[src/rtl/ofm_wb_pkg.sv]
// Shared definitions for the OFM writeback block: error-flag bit positions,
// FSM state encodings and small elaboration-time sizing helpers.
package ofm_wb_pkg;

  // Bit positions inside the sticky err vector {split, orphan_p1, unexpected}
  localparam int ERR_SPLIT  = 2;
  localparam int ERR_ORPHAN = 1;
  localparam int ERR_UNEXP  = 0;

  // Frame FSM encodings
  localparam logic [0:0] ST_IDLE = 1'b0;
  localparam logic [0:0] ST_RUN  = 1'b1;

  // Address distance between consecutive output channels
  function automatic int ch_stride(input int ofm_h, input int ofm_w);
    return ofm_h * ofm_w;
  endfunction

  // Counter width able to hold 0..n-1 (never narrower than one bit)
  function automatic int cnt_w(input int n);
    return (n > 1) ? $clog2(n) : 1;
  endfunction

endpackage

[src/rtl/ofm_writeback_ofm_requant.sv]
// Combinational requantiser: floor arithmetic right shift, optional ReLU,
// then signed saturation into the OUT_W output range.
module ofm_requant
  import ofm_wb_pkg::*;
#(
  parameter int IN_W  = 25,
  parameter int OUT_W = 8
) (
  input  logic [IN_W-1:0]  din,
  input  logic [4:0]       shift,
  input  logic             relu,
  output logic [OUT_W-1:0] dout
);

  localparam logic signed [IN_W-1:0] SAT_HI = IN_W'((1 << (OUT_W - 1)) - 1);
  localparam logic signed [IN_W-1:0] SAT_LO = IN_W'(-(1 << (OUT_W - 1)));

  logic signed [IN_W-1:0] shifted_s;
  logic signed [IN_W-1:0] clamped_s;

  // Shift, clamp negatives when ReLU is on, then saturate to the output range
  always_comb begin
    shifted_s = $signed(din) >>> shift;
    if (relu && shifted_s[IN_W-1]) begin
      clamped_s = '0;
    end else begin
      clamped_s = shifted_s;
    end
    if (clamped_s > SAT_HI) begin
      dout = SAT_HI[OUT_W-1:0];
    end else if (clamped_s < SAT_LO) begin
      dout = SAT_LO[OUT_W-1:0];
    end else begin
      dout = clamped_s[OUT_W-1:0];
    end
  end

endmodule

[src/rtl/ofm_writeback.sv]
// OFM writeback: requantises the conv kernel's two row ports and turns
// tile-ordered beats into raster-order writes on a dual-lane memory port,
// with edge clipping, a start/done handshake and sticky protocol errors.
module ofm_writeback
  import ofm_wb_pkg::*;
#(
  parameter int IN_W    = 25,
  parameter int OUT_W   = 8,
  parameter int TI      = 16,
  parameter int NUM_TW  = 4,
  parameter int GRP_H   = 5,
  parameter int NUM_GRP = 13,
  parameter int NUM_CH  = 8,
  parameter int OFM_W   = 61,
  parameter int OFM_H   = 61,
  parameter int ADDR_W  = 16
) (
  input  logic              clk,
  input  logic              rst,
  input  logic              start,
  input  logic [4:0]        cfg_shift,
  input  logic              cfg_relu,
  input  logic [IN_W-1:0]   ofm_port0,
  input  logic [IN_W-1:0]   ofm_port1,
  input  logic              ofm_port0_v,
  input  logic              ofm_port1_v,
  output logic              wr0_en,
  output logic [ADDR_W-1:0] wr0_addr,
  output logic [OUT_W-1:0]  wr0_data,
  output logic              wr1_en,
  output logic [ADDR_W-1:0] wr1_addr,
  output logic [OUT_W-1:0]  wr1_data,
  output logic              busy,
  output logic              done,
  output logic [2:0]        err
);

  localparam int OW_W      = cnt_w(TI);
  localparam int TH_W      = cnt_w(GRP_H);
  localparam int TW_W      = cnt_w(NUM_TW);
  localparam int GRP_W     = cnt_w(NUM_GRP);
  localparam int OC_W      = cnt_w(NUM_CH);
  localparam int CH_STRIDE = ch_stride(OFM_H, OFM_W);

  logic [0:0]        state_r;
  logic [OW_W-1:0]   ow_r;
  logic [TH_W-1:0]   th_r;
  logic [TW_W-1:0]   tw_r;
  logic [GRP_W-1:0]  grp_r;
  logic [OC_W-1:0]   oc_r;
  logic [4:0]        shift_r;
  logic              relu_r;
  logic [2:0]        err_r;
  logic              busy_r;
  logic              done_r;
  logic              wr0_en_r;
  logic              wr1_en_r;
  logic [ADDR_W-1:0] wr0_addr_r;
  logic [ADDR_W-1:0] wr1_addr_r;
  logic [OUT_W-1:0]  wr0_data_r;
  logic [OUT_W-1:0]  wr1_data_r;

  logic [OUT_W-1:0]  q0_s;
  logic [OUT_W-1:0]  q1_s;
  logic [31:0]       row_s;
  logic [31:0]       col_s;
  logic [31:0]       base_s;
  logic [31:0]       th_sum_s;
  logic              col_ok_s;
  logic              row0_ok_s;
  logic              row1_ok_s;
  logic              split_s;
  logic              dual_s;
  logic              ow_wrap_s;
  logic              th_wrap_s;
  logic              tw_wrap_s;
  logic              grp_wrap_s;
  logic              last_s;
  logic [OW_W-1:0]   ow_nxt_s;
  logic [TH_W-1:0]   th_nxt_s;
  logic [TW_W-1:0]   tw_nxt_s;
  logic [GRP_W-1:0]  grp_nxt_s;
  logic [OC_W-1:0]   oc_nxt_s;

  ofm_requant #(.IN_W(IN_W), .OUT_W(OUT_W)) u_rq0 (
    .din   (ofm_port0),
    .shift (shift_r),
    .relu  (relu_r),
    .dout  (q0_s)
  );

  ofm_requant #(.IN_W(IN_W), .OUT_W(OUT_W)) u_rq1 (
    .din   (ofm_port1),
    .shift (shift_r),
    .relu  (relu_r),
    .dout  (q1_s)
  );

  // Beat classification, raster address, clipping and next tile position
  always_comb begin
    row_s      = 32'(grp_r) * GRP_H + 32'(th_r);
    col_s      = 32'(tw_r) * TI + 32'(ow_r);
    base_s     = 32'(oc_r) * CH_STRIDE + row_s * OFM_W + col_s;
    col_ok_s   = col_s < OFM_W;
    row0_ok_s  = row_s < OFM_H;
    row1_ok_s  = (row_s + 32'd1) < OFM_H;
    // A dual beat on the group's last row would straddle two groups
    split_s    = ofm_port0_v && ofm_port1_v && (32'(th_r) == GRP_H - 1);
    dual_s     = ofm_port0_v && ofm_port1_v && !split_s;
    ow_wrap_s  = 32'(ow_r) == TI - 1;
    th_sum_s   = 32'(th_r) + (dual_s ? 32'd2 : 32'd1);
    th_wrap_s  = ow_wrap_s && (th_sum_s >= GRP_H);
    tw_wrap_s  = th_wrap_s && (32'(tw_r) == NUM_TW - 1);
    grp_wrap_s = tw_wrap_s && (32'(grp_r) == NUM_GRP - 1);
    last_s     = grp_wrap_s && (32'(oc_r) == NUM_CH - 1);
    ow_nxt_s   = ow_wrap_s ? '0 : ow_r + OW_W'(1);
    th_nxt_s   = th_wrap_s ? '0 : (ow_wrap_s ? TH_W'(th_sum_s) : th_r);
    tw_nxt_s   = th_wrap_s ? (tw_wrap_s ? '0 : tw_r + TW_W'(1)) : tw_r;
    grp_nxt_s  = tw_wrap_s ? (grp_wrap_s ? '0 : grp_r + GRP_W'(1)) : grp_r;
    oc_nxt_s   = grp_wrap_s ? (last_s ? '0 : oc_r + OC_W'(1)) : oc_r;
  end

  // Frame FSM, position counters, sticky errors and registered write port
  always_ff @(posedge clk) begin
    if (rst) begin
      state_r    <= ST_IDLE;
      ow_r       <= '0;
      th_r       <= '0;
      tw_r       <= '0;
      grp_r      <= '0;
      oc_r       <= '0;
      shift_r    <= 5'd0;
      relu_r     <= 1'b0;
      err_r      <= 3'b000;
      busy_r     <= 1'b0;
      done_r     <= 1'b0;
      wr0_en_r   <= 1'b0;
      wr1_en_r   <= 1'b0;
      wr0_addr_r <= '0;
      wr1_addr_r <= '0;
      wr0_data_r <= '0;
      wr1_data_r <= '0;
    end else begin
      wr0_en_r <= 1'b0;
      wr1_en_r <= 1'b0;
      done_r   <= 1'b0;
      if (start) begin
        // (Re)arm: any beat presented alongside start is dropped
        state_r <= ST_RUN;
        busy_r  <= 1'b1;
        ow_r    <= '0;
        th_r    <= '0;
        tw_r    <= '0;
        grp_r   <= '0;
        oc_r    <= '0;
        err_r   <= 3'b000;
        shift_r <= cfg_shift;
        relu_r  <= cfg_relu;
      end else if (state_r == ST_IDLE) begin
        if (ofm_port0_v || ofm_port1_v) begin
          err_r[ERR_UNEXP] <= 1'b1;
        end
      end else if (ofm_port1_v && !ofm_port0_v) begin
        err_r[ERR_ORPHAN] <= 1'b1;
      end else if (ofm_port0_v) begin
        if (split_s) begin
          err_r[ERR_SPLIT] <= 1'b1;
        end
        wr0_en_r   <= col_ok_s && row0_ok_s;
        wr0_addr_r <= ADDR_W'(base_s);
        wr0_data_r <= q0_s;
        wr1_en_r   <= dual_s && col_ok_s && row1_ok_s;
        wr1_addr_r <= ADDR_W'(base_s + OFM_W);
        wr1_data_r <= q1_s;
        ow_r       <= ow_nxt_s;
        th_r       <= th_nxt_s;
        tw_r       <= tw_nxt_s;
        grp_r      <= grp_nxt_s;
        oc_r       <= oc_nxt_s;
        if (last_s) begin
          state_r <= ST_IDLE;
          busy_r  <= 1'b0;
          done_r  <= 1'b1;
        end
      end
    end
  end

  assign wr0_en   = wr0_en_r;
  assign wr0_addr = wr0_addr_r;
  assign wr0_data = wr0_data_r;
  assign wr1_en   = wr1_en_r;
  assign wr1_addr = wr1_addr_r;
  assign wr1_data = wr1_data_r;
  assign busy     = busy_r;
  assign done     = done_r;
  assign err      = err_r;

endmodule

[config.mk]
export PLATFORM = sky130hd
export DESIGN_NAME = ofm_writeback
export DESIGN_NICKNAME = d
export VERILOG_FILES = /design/src/rtl/ofm_wb_pkg.sv /design/src/rtl/ofm_writeback_ofm_requant.sv /design/src/rtl/ofm_writeback.sv
export SDC_FILE = /design/constraint.sdc
export NUM_CORES = 1
export LEC_CHECK = 0
export BUFFER_PORTS_ARGS = -buffer_cell sky130_fd_sc_hd__buf_2
export CAP_MARGIN = 5
export CORE_AREA = 2 2 128 130
export CTS_CLUSTER_DIAMETER = 30
export DETAILED_ROUTE_END_ITERATION = 16
export DIE_AREA = 0 0 130 132
export GPL_TIMING_DRIVEN = 0
export PLACE_DENSITY_LB_ADDON = 0.25
export SETUP_SLACK_MARGIN = 0.3
export SYNTH_ARGS = -nofsm -noshare
export SYNTH_HDL_FRONTEND = slang
export SYNTH_SLANG_ARGS = --single-unit
[constraint.sdc]
create_clock -name clk -period 20.6 [get_ports clk]
set_clock_uncertainty 0.2 [all_clocks]
set_input_delay 4.12 -clock clk [delete_from_list [all_inputs] [get_ports clk]]
set_output_delay 4.12 -clock clk [all_outputs]
set_load 0.05 [all_outputs]
* Word level (Yosys, flattened, before mapping)
Cells that the tools add are included.
** Storage, ports and cells
- Logic and storage cells :: 109
- Register bits after elaboration :: 78
- Input port bits :: 61
** Cells by class
- Shift operators :: 2
- Bitwise gates (word level) :: 4
- Multiply operators :: 3
- Add/sub/neg operators :: 11
- Eq/ne operators :: 6
- Reduce and logical (&&, ||, !) cells :: 32
- Magnitude comparators :: 8
- Multiplexer cells :: 24
** Operators by type and width (count)
- $gt 25x8->1 const B :: 2
- $lt 25x8->1 const B :: 2
- $mux 25 :: 2
- $sshr 25x5->25 :: 2
- $mux 8 :: 4
- $reduce_and 4->1 :: 7
- $add 15x14->16 :: 1
- $add 16x6->16 const B :: 1
- $add 16x7->16 :: 1
- $mul 3x12->15 const B :: 1
- $mul 8x6->14 const B :: 1
- $logic_and 1x1->1 :: 13
- $mux 1 :: 11
- $add 8x1->9 const B :: 1
- $lt 9x6->1 const B :: 1
- $mux 3 :: 3
- $add 4x1->4 const B :: 2
- $add 7x3->8 :: 1
- $eq 4x4->1 const B :: 2
- $lt 8x6->1 const B :: 1
- $mux 4 :: 2
- $reduce_bool 2->1 :: 4
- $add 6x4->7 :: 1
- $lt 7x6->1 const B :: 1
- other kinds (16) :: 23

* Longest topological paths before layout
Gate-level depths: netlist (run 1).
- Depth in word-level cells :: 16
- Mapped depth :: 25
- Mapped depth without buffers :: 25

* Cells and area by module
A second synthesis (run 1) with hierarchy kept.
** Unflattened totals
- Cells, all modules :: 1084
- Area, all modules :: 9176.3 µm²
** Modules (own cells, without submodules)
- ofm_writeback :: instances 1, area each 5980.7 µm², cells an instance 690
- ofm_requant :: instances 2, area each 1597.8 µm², cells an instance 197

* Worst setup path before layout (run 1)
OpenSTA, ideal clock, no wires.
- Kind :: register -> register
- Start :: register grp_r[0]
- End :: register wr1_addr_r[15] (netlist: wr1_addr[15])
- Slack :: 13581 ps
- Data required time :: 20308 ps
- Arrival time :: 6727 ps
- Clock period less this slack :: 7019 ps
- Stages on the path, launching flop included :: 23
- Buffers on the path :: 0
- Path through :: dfxtp_1 -> ha_1 -> ha_1 -> fa_1 -> a21o_1 -> a21oi_1 -> xnor2_1 -> ha_1 -> fa_1 -> fa_1 -> fa_1 -> inv_1 -> fa_1 -> inv_1 -> ha_1 -> o21ai_1 -> a211oi_2 -> o31a_1 -> or2_1 -> or2_0 -> or4_4 -> o311a_1 -> nor4_1
** Between the ends
- Cells in the longest elaborated chain, start to end :: 6
** RTL lines
- start: declaration :: line ofm_writeback.sv:49 : logic [GRP_W-1:0] grp_r;
- start signal: assignment :: line ofm_writeback.sv:178 : grp_r <= grp_nxt_s;
- $mul 4x3->7 :: line ofm_writeback.sv:101 : row_s = 32'(grp_r) * GRP_H + 32'(th_r);
- $add 7x3->8 :: line ofm_writeback.sv:101
- $mul 8x6->14 :: line ofm_writeback.sv:103 : base_s = 32'(oc_r) * CH_STRIDE + row_s * OFM_W + col_s;
- $add 15x14->16 :: line ofm_writeback.sv:103
- $add 16x7->16 :: line ofm_writeback.sv:103
- $add 16x6->16 :: line ofm_writeback.sv:173 : wr1_addr_r <= ADDR_W'(base_s + OFM_W);
- end signal: assignment :: line ofm_writeback.sv:173
- end: declaration :: line ofm_writeback.sv:59 : logic [ADDR_W-1:0] wr1_addr_r;
No other way between the ends.
A chain may end at the register's enable or synchronous reset.

* Final worst setup path (run 1)
Ends and elaborated chain as after synthesis.

==> results of run 1 <==
[per-stage QoR]
stage	instance area, µm²	power [µW]	std cells	util (%)
final	10160	495.5	1407	64.68
after global placement	9793	292.7	1391	62.33
after floorplan	8952	254.0	1061	-
after global routing	10160	511.2	1407	64.68
after CTS	10160	491.4	1407	64.68
after detailed placement	9793	293.0	1391	62.33
[metal layers]
metal | share of wire, % | global-route usage [%] | vias to the layer above | wire length, µm
met3 | 9.6 | 6.737 | 50 | 2498
met5 | 0 | 0 | - | 0
li1 | - | - | 4114 | -
met2 | 44 | 45.84 | 453 | 11460
met1 | 44 | 43.48 | 4048 | 11560
met4 | 2.0 | 8.363 | 0 | 519
[state kept, by name (all words and copies together), names as in the netlist, 2 cells and up]
register,flops
tw_r,2
wr1_data,8
wr1_addr,16
wr0_data,8
wr0_addr,16
grp_r,4
err,3
ow_r,4
oc_r,3
shift_r,5
th_r,3
[cell usage in the layout, fill, tap and decap left out, types with 5 or more instances in the layout]
cell / synthesis / final
nand4_1: 5 / 5
nor3_1: 28 / 28
fa_1: 28 / 28
nor2_1: 115 / 115
nand2b_1: 14 / 14
and3_1: 7 / 7
nand3_1: 22 / 22
and2_1: 11 / 11
a211oi_1: 26 / 26
buf_1: 11 / 11
dfxtp_1: 78 / 78
ha_1: 84 / 84
or3_1: 5 / 5
nor4_1: 9 / 9
or2_2: 5 / 5
nor2b_1: 11 / 11
a311oi_1: 9 / 9
a21o_1: 9 / 9
o211ai_1: 13 / 13
a211o_1: 5 / 5
xnor2_1: 17 / 17
clkbuf_16: 0 / 9
o21ai_0: 44 / 44
mux4_2: 46 / 46
xor2_1: 12 / 12
inv_1: 74 / 74
mux2_2: 17 / 17
nand3b_1: 5 / 5
a31oi_1: 5 / 5
nand2_1: 109 / 109
mux2i_1: 33 / 33
buf_4: 7 / 7
a21oi_1: 64 / 64
buf_2: 12 / 126
clkbuf_1: 34 / 34
o31ai_1: 5 / 5
[worst reg2reg max path: stages (launching register included)]
cell and delay (ns):
dfxtp_1 0.47, ha_1 0.29, ha_1 0.34, fa_1 0.50, a21o_1 0.21, a21oi_1 0.19, xnor2_1 0.41, ha_1 0.39
fa_1 0.48, fa_1 0.52, fa_1 0.54, inv_1 0.05, fa_1 0.49, inv_1 0.04, ha_1 0.32, o21ai_1 0.11
a21oi_1 0.21, o22ai_1 0.14, xnor2_1 0.52, nand3_2 0.17, or4_4 0.54, o311a_1 0.31, nor4_1 0.25
[worst max path at each step]
stage	start	to	depth (start not counted)
detailed placement	grp_r[0]$_SDFFE_PP0P_	wr1_addr[15]$_SDFFE_PP0P_	22
CTS	grp_r[0]$_SDFFE_PP0P_	wr1_addr[15]$_SDFFE_PP0P_	22
finish	grp_r[0]$_SDFFE_PP0P_	wr1_addr[15]$_SDFFE_PP0P_	22
global route	grp_r[0]$_SDFFE_PP0P_	wr1_addr[15]$_SDFFE_PP0P_	22
floorplan	grp_r[0]$_SDFFE_PP0P_	wr1_addr[15]$_SDFFE_PP0P_	22
global placement	grp_r[0]$_SDFFE_PP0P_	wr1_addr[15]$_SDFFE_PP0P_	22
[final cells by class]
type | instances | area (µm²) | share of cell area [%]
Multi-Input combinational cell | 840 | 6813 | 67.03
Sequential cell | 78 | 1562 | 15.36
Timing Repair Buffer | 114 | 570.5 | 5.614
Inverter | 79 | 296.5 | 2.918
Buffer | 64 | 281.5 | 2.770
Tap cell | 216 | 270.3 | 2.659
Clock buffer | 9 | 225.2 | 2.216
Clock inverter | 7 | 145.1 | 1.428
[power by group through the flow]
stage	logic [µW]	clock network [µW]	registers, µW
4_1_cts	133	201	157
6_report	137	202	157
3_5_place_dp	133	0	160
2_1_floorplan	83.7	0	170
5_1_grt	146	208	158
3_3_place_gp	132	0	160
[cell families (layout without fill, tap and decap cells)]
group	Yosys count	count (layout)	synth area share, %
mux	96	96	17.40
xor+xnor	30	30	3.145
flops	78	78	17.44
simple gates	366	366	19.39
compound gates	235	235	18.06
fa+ha+maj	113	113	18.11
buf+inv	143	273	6.457
==> results.py, run 1 <==
metrics = {
    "run_status": {
        "status": "finished clean",
    },
    "critical_path": {
        "critPathMaxStageDelay_ns": 0.54,
        "crit_top_cell": "fa_1",
        "cp_data_required_time_ns": 20.66,
        "r2r-start": "grp_r[0]$_SDFFE_PP0P_",
        "r2r_end": "wr1_addr[15]$_SDFFE_PP0P_",
        "crit_type": "reg2reg",
        "critical-path-top-delay-family": "adder cells",
        "crit_path_cell_trace": "ha_1 -> ha_1 -> fa_1 -> a21o_1 -> a21oi_1 -> xnor2_1 -> ha_1 -> fa_1 -> fa_1 -> fa_1 -> inv_1 -> fa_1 -> inv_1 -> ha_1 -> o21ai_1 -> a21oi_1 -> o22ai_1 -> xnor2_1 -> nand3_2 -> or4_4 -> o311a_1 -> nor4_1",
        "critPathSlowestCell": "fa_1",
        "critPathMaxFanout": 8,
        "cp_data_arrival_time_ns": 7.85,
        "worstRegToRegCells": 22,
        "r2r_slack_ns": 12.81,
        "endpoint_kind": "register",
        "worst-path-buf-inv": 2,
        "critPathLaunchType": "register",
    },
    "floorplanning": {
        "ioPinCount": 116,
        "start_util_pct": 56.98,
        "core_area_um2": 15710,
        "rows": 46,
        "die_h_um": 132,
        "die_x_um": 130,
        "die_area_um2": 17160,
    },
    "routing": {
        "wl_per_cell_um": 18.51,
        "drc": 0,
        "drt_iter0_drc": 760,
        "antenna_left": 0,
        "firstDrtPassIters": 7,
        "wl_um": 26040,
        "viasPerCell": 6.158,
        "num_vias": 8665,
    },
    "clock_tree": {
        "clock_path_buffers": 2,
        "clock_latency_ns": 0.36,
        "clock_sinks": 78,
        "cts_setup_buffers": 0,
        "cts-hold-fix-buffers": 0,
        "cts_tree": "done",
        "cts-root-buf": "clkbuf_16",
        "htree_num_levels": 3,
        "clkTransAtPathRegs_ns": 0.07,
        "cts_resized": 0,
        "cts_inserted_buffers": 9,
    },
    "timing": {
        "period_needed_ns": 7.791,
        "period_share_pct": 37.82,
        "fin_tns_setup_ns": 0,
        "finalHoldViolCount": 0,
        "finalSetupViolCount": 0,
        "rsz0062_at_grt": "false",
        "worst_pin_slew_ns": 0.9483,
        "drv_slew": 0,
        "whs_ns": 0.2511,
        "fin_ws_ns": 12.81,
        "fmax_ghz": 0.1284,
        "timing.slew.headroom_pct": 36.78,
    },
    "logic_synthesis": {
        "ys_seq_area_share_pct": 17.44,
        "ys_types": 83,
        "post-synth-top-count-cell": "nor2_1",
        "syn_inst": 1061,
        "yosys-top-cells-count": "115 x nor2_1, 109 x nand2_1, 84 x ha_1",
        "yosysTopAreaCellShare_pct": 17.44,
        "async_reset_ff_share_pct": 0,
        "yosys.area.top_type": "dfxtp_1",
        "ys_seq_elements": 78,
        "avgSynthCellArea_um2": 8.438,
        "synth_ff_type": "dfxtp_1",
        "synthTopCellsByArea": "dfxtp_1 17%, ha_1 12%, mux4_2 12%",
        "syn-num-nets": 1234,
        "ys.warnings.count": 0,
        "syn_area_um2": 8952,
        "synth_edf_count": 0,
    },
    "power_and_ir_drop": {
        "p_sw_share_pct": 31.75,
        "p_switching_uw": 157.3,
        "leakage_uw": 0.004635,
        "pwr-share-clk_pct": 40.7,
        "comb_power_share_pct": 27.6,
        "p_per_area_nw_per_um2": 48.75,
        "power.internal_uw": 338.1,
        "power_frac_seq_pct": 31.7,
        "peakVddDrop_mv": 0.05987,
    },
    "cells_and_area": {
        "insertedDiodeCount": 0,
        "drive_gt1_share_pct": 20.49,
        "area_growth_pct": 13.53,
        "fillers": 1380,
        "fin_nets": 1359,
    },
    "min_path": {
        "min_delay_path_depth": 2,
        "hold_class": "reg2reg",
        "hp-start": "wr0_addr[4]$_SDFFE_PP0P_",
        "hold_end": "wr0_addr[4]$_SDFFE_PP0P_",
    },
    "placement": {
        "pre_cts_slack_ns": 12.89,
        "hpwl_um": 20450,
        "portBuffers": 114,
        "gp_congestion": 0.9634,
    },
    "global_routing": {
        "grt_pass1_vias": 8013,
        "grt_antenna_before_repair": 0,
        "overflow": 0,
        "grt_max_degree": 15,
        "grt_pass1_wl_um": 41250,
        "grt_usage_pct": 30.27,
    },
    "flow_run": {
        "maxCapViolCount": 0,
    },
}
Note: power is estimated with default switching activity, not from simulation.
==> run 2, diff against run 1 <==
--- a/config.mk
+++ b/config.mk
@@ -5,12 +5,13 @@
 export SDC_FILE = /design/constraint.sdc
 export NUM_CORES = 1
 export LEC_CHECK = 0
+export ABC_AREA = 1
 export BUFFER_PORTS_ARGS = -buffer_cell sky130_fd_sc_hd__buf_2
 export CAP_MARGIN = 5
-export CORE_AREA = 2 2 128 130
+export CORE_AREA = 2 2 131 133
 export CTS_CLUSTER_DIAMETER = 30
 export DETAILED_ROUTE_END_ITERATION = 16
-export DIE_AREA = 0 0 130 132
+export DIE_AREA = 0 0 133 135
 export GPL_TIMING_DRIVEN = 0
 export PLACE_DENSITY_LB_ADDON = 0.25
 export SETUP_SLACK_MARGIN = 0.3
==> constraint.sdc (replaced) <==
create_clock -name clk -period 6.3 [get_ports clk]
set_clock_uncertainty 0.2 [all_clocks]
set_input_delay 1.26 -clock clk [delete_from_list [all_inputs] [get_ports clk]]
set_output_delay 1.26 -clock clk [all_outputs]
set_load 0.05 [all_outputs]
==> run 2 against run 1 <==
Worst setup slack got worse by 13 ns. Die area increased by 4.6%. Cell count increased by 28%. Count of clock-buffer cells in the layout increased by 1. Hold slack improved by 0.0011 ns. Largest cell class unchanged. Highest routed layer unchanged.
==> results.py, run 2 <==
metrics = {
    "run_status": {
        "status": "finished clean",
    },
    "critical_path": {
        "crit_top_cell": "nand2_1",
        "worst_setup_path_startpoint": "grp_r[2]$_SDFFE_PP0P_",
        "worstRegToRegCells": 29,
        "cp_data_arrival_time_ns": 6.19,
        "crit_type": "reg2reg",
        "critPathMaxFanout": 5,
        "r2r-start": "grp_r[2]$_SDFFE_PP0P_",
        "critPathSlowestCell": "fa_2",
        "cp_data_required_time_ns": 6.35,
        "critPathMaxStageDelay_ns": 0.60,
        "critPathLaunchType": "register",
        "endpoint_kind": "register",
    },
    "min_path": {
        "min_delay_path_depth": 2,
        "hold_class": "reg2reg",
        "hp-start": "err[0]$_SDFFE_PP0P_",
    },
    "power_and_ir_drop": {
        "peakVddDrop_mv": 0.1171,
        "p_per_area_nw_per_um2": 146.9,
        "leakage_uw": 0.005736,
    },
    "timing": {
        "rsz0062_at_grt": "true",
        "fmax_ghz": 0.1631,
        "fin_ws_ns": 0.1676,
        "whs_ns": 0.2523,
        "period_needed_ns": 6.132,
        "finalSetupViolCount": 0,
        "timing.slew.headroom_pct": 51.99,
        "worst_pin_slew_ns": 0.7176,
        "period_share_pct": 97.34,
        "finalHoldViolCount": 0,
        "drv_slew": 0,
    },
    "global_routing": {
        "overflow": 0,
        "grt_antenna_before_repair": 6,
        "grt_pass1_wl_um": 47720,
        "grt_pass1_vias": 9918,
        "grt_usage_pct": 33.61,
        "grt_max_degree": 15,
    },
    "logic_synthesis": {
        "yosys.area.top_type": "dfxtp_1",
        "avgSynthCellArea_um2": 6.264,
        "synthTopCellsByArea": "dfxtp_1 18%, nand2_1 17%, ha_1 12%",
        "syn_inst": 1407,
        "synth_ff_type": "dfxtp_1",
        "yosys-top-cells-count": "396 x nand2_1, 196 x nand3_1, 164 x inv_1",
        "syn-num-nets": 1580,
        "async_reset_ff_share_pct": 0,
        "synth_edf_count": 0,
        "ys_seq_area_share_pct": 17.72,
        "syn_area_um2": 8813,
        "ys_seq_elements": 78,
        "ys_types": 48,
        "post-synth-top-count-cell": "nand2_1",
        "yosysTopAreaCellShare_pct": 17.72,
        "ys.warnings.count": 0,
    },
    "routing": {
        "wl_um": 31520,
        "antenna_left": 0,
        "drc": 0,
        "wl_per_cell_um": 17.56,
        "firstDrtPassIters": 5,
        "drt_iter0_drc": 729,
        "viasPerCell": 5.669,
        "num_vias": 10175,
    },
    "cells_and_area": {
        "layout_commonest_cell": "nand2_1",
        "fillers": 1456,
        "drive_gt1_share_pct": 19.12,
        "fin_nets": 1737,
        "area_growth_pct": 22.15,
        "layout_common_cells": "384 x nand2_1, 191 x nand3_1, 158 x inv_1, 129 x buf_2, 105 x nor2_1",
    },
    "placement": {
        "portBuffers": 113,
        "hpwl_um": 23060,
        "gp_congestion": 1.007,
        "pre_cts_slack_ns": -0.2623,
    },
    "floorplanning": {
        "die_h_um": 135,
        "core_area_um2": 16410,
        "start_util_pct": 53.72,
        "ioPinCount": 116,
        "die_area_um2": 17960,
        "die_x_um": 133,
        "rows": 47,
    },
    "clock_tree": {
        "cts_inserted_buffers": 9,
        "clkTransAtPathRegs_ns": 0.07,
        "htree_num_levels": 3,
        "clock_path_buffers": 2,
        "cts-root-buf": "clkbuf_16",
        "clock_latency_ns": 0.35,
        "cts_tree": "done",
        "clock_sinks": 78,
        "cts-hold-fix-buffers": 0,
    },
    "flow_run": {
        "maxCapViolCount": 0,
    },
}
-- run 2: changes by cell type in the layout (fill, tap and decap cells not counted), moves of 29 or more --
cell     before  now
buf_4         7   39
o21ai_0      44   87
nand3_1      22  191
mux4_2       46    0
inv_1        74  158
nand2_1     109  384
mux2i_1      33    4
-- run 2: metal layers --
layer  GRT usage (%)  vias up  wire [µm]
met5               0        -          0
met1           36.27     4670      11600
met3           4.242      148       1736
met4           21.86        0       2073
li1                -     4915          -
met2           62.00      442      16110
-- run 2: through the flow --
step | power (µW) | instances | util (%) | instance area, µm² | TNS [ns]
floorplan | 884.4 | 1407 | - | 8884 | 0
global placement | 1042 | 1740 | 59.27 | 9724 | -1.216
detailed placement | 1042 | 1740 | 59.27 | 9724 | -1.858
CTS | 1571 | 1775 | 63.66 | 10450 | 0
global route | 1654 | 1792 | 65.57 | 10760 | -0.05775
finish | 1582 | 1795 | 65.61 | 10770 | 0
-- run 2: path summary, 6_finish.rpt --
check	to	slack, ns
max	wr1_addr[15]$_SDFFE_PP0P_	0.17
min	err[0]$_SDFFE_PP0P_	0.25
max reg2reg	wr1_addr[15]$_SDFFE_PP0P_	0.17
min reg2reg	err[0]$_SDFFE_PP0P_	0.25
-- run 2: cell families (layout without fill, tap and decap cells) --
family	count (synthesis)	count (layout)	share of synthesized area, %
other	0	6	0
muxes	4	4	0.4543
DFF	78	78	17.72
and+or+nand+nor	745	745	36.04
AOI/OAI and AO/OA	210	210	13.29
adders and majority gates	112	112	18.29
xor gates and xnor gates	25	25	2.996
buffers and inverters	233	395	11.22
-- run 2: final cells by class --
class | count | area [µm²] | area share [%]
Antenna cell | 6 | 15.01 | 0.1395
Buffer | 63 | 342.8 | 3.185
Clock buffer | 10 | 229.0 | 2.127
Clock inverter | 6 | 68.82 | 0.6392
Inverter | 170 | 648.1 | 6.020
Multi-Input combinational cell | 1096 | 6783 | 63.01
Sequential cell | 78 | 1578 | 14.66
Tap cell | 220 | 275.3 | 2.557
Timing Repair Buffer | 146 | 825.8 | 7.671
-- run 2: where the power goes --
part	total [µW]	internal [µW]	switching (µW)
Combinational	525	155	370
Sequential	518	508	9.97
Clock	539	310	229
-- run 2: what timing repair did --
item / 4_1_cts / 5_1_grt
buffers inserted: 19 / 14
endpoints found under the setup margin: 20 / 16
pin swaps: 27 / 48
gates resized for setup: 53 / 44
-- run 2: worst max-delay path: cells and delay by family (launching register included) --
kind / cells / cell delay (ns)
adders and majority gates: 9 / 3.25
xor gates and xnor gates: 1 / 0.20
and+or+nand+nor: 15 / 1.84
buffers and inverters: 4 / 0.19
DFF: 1 / 0.36
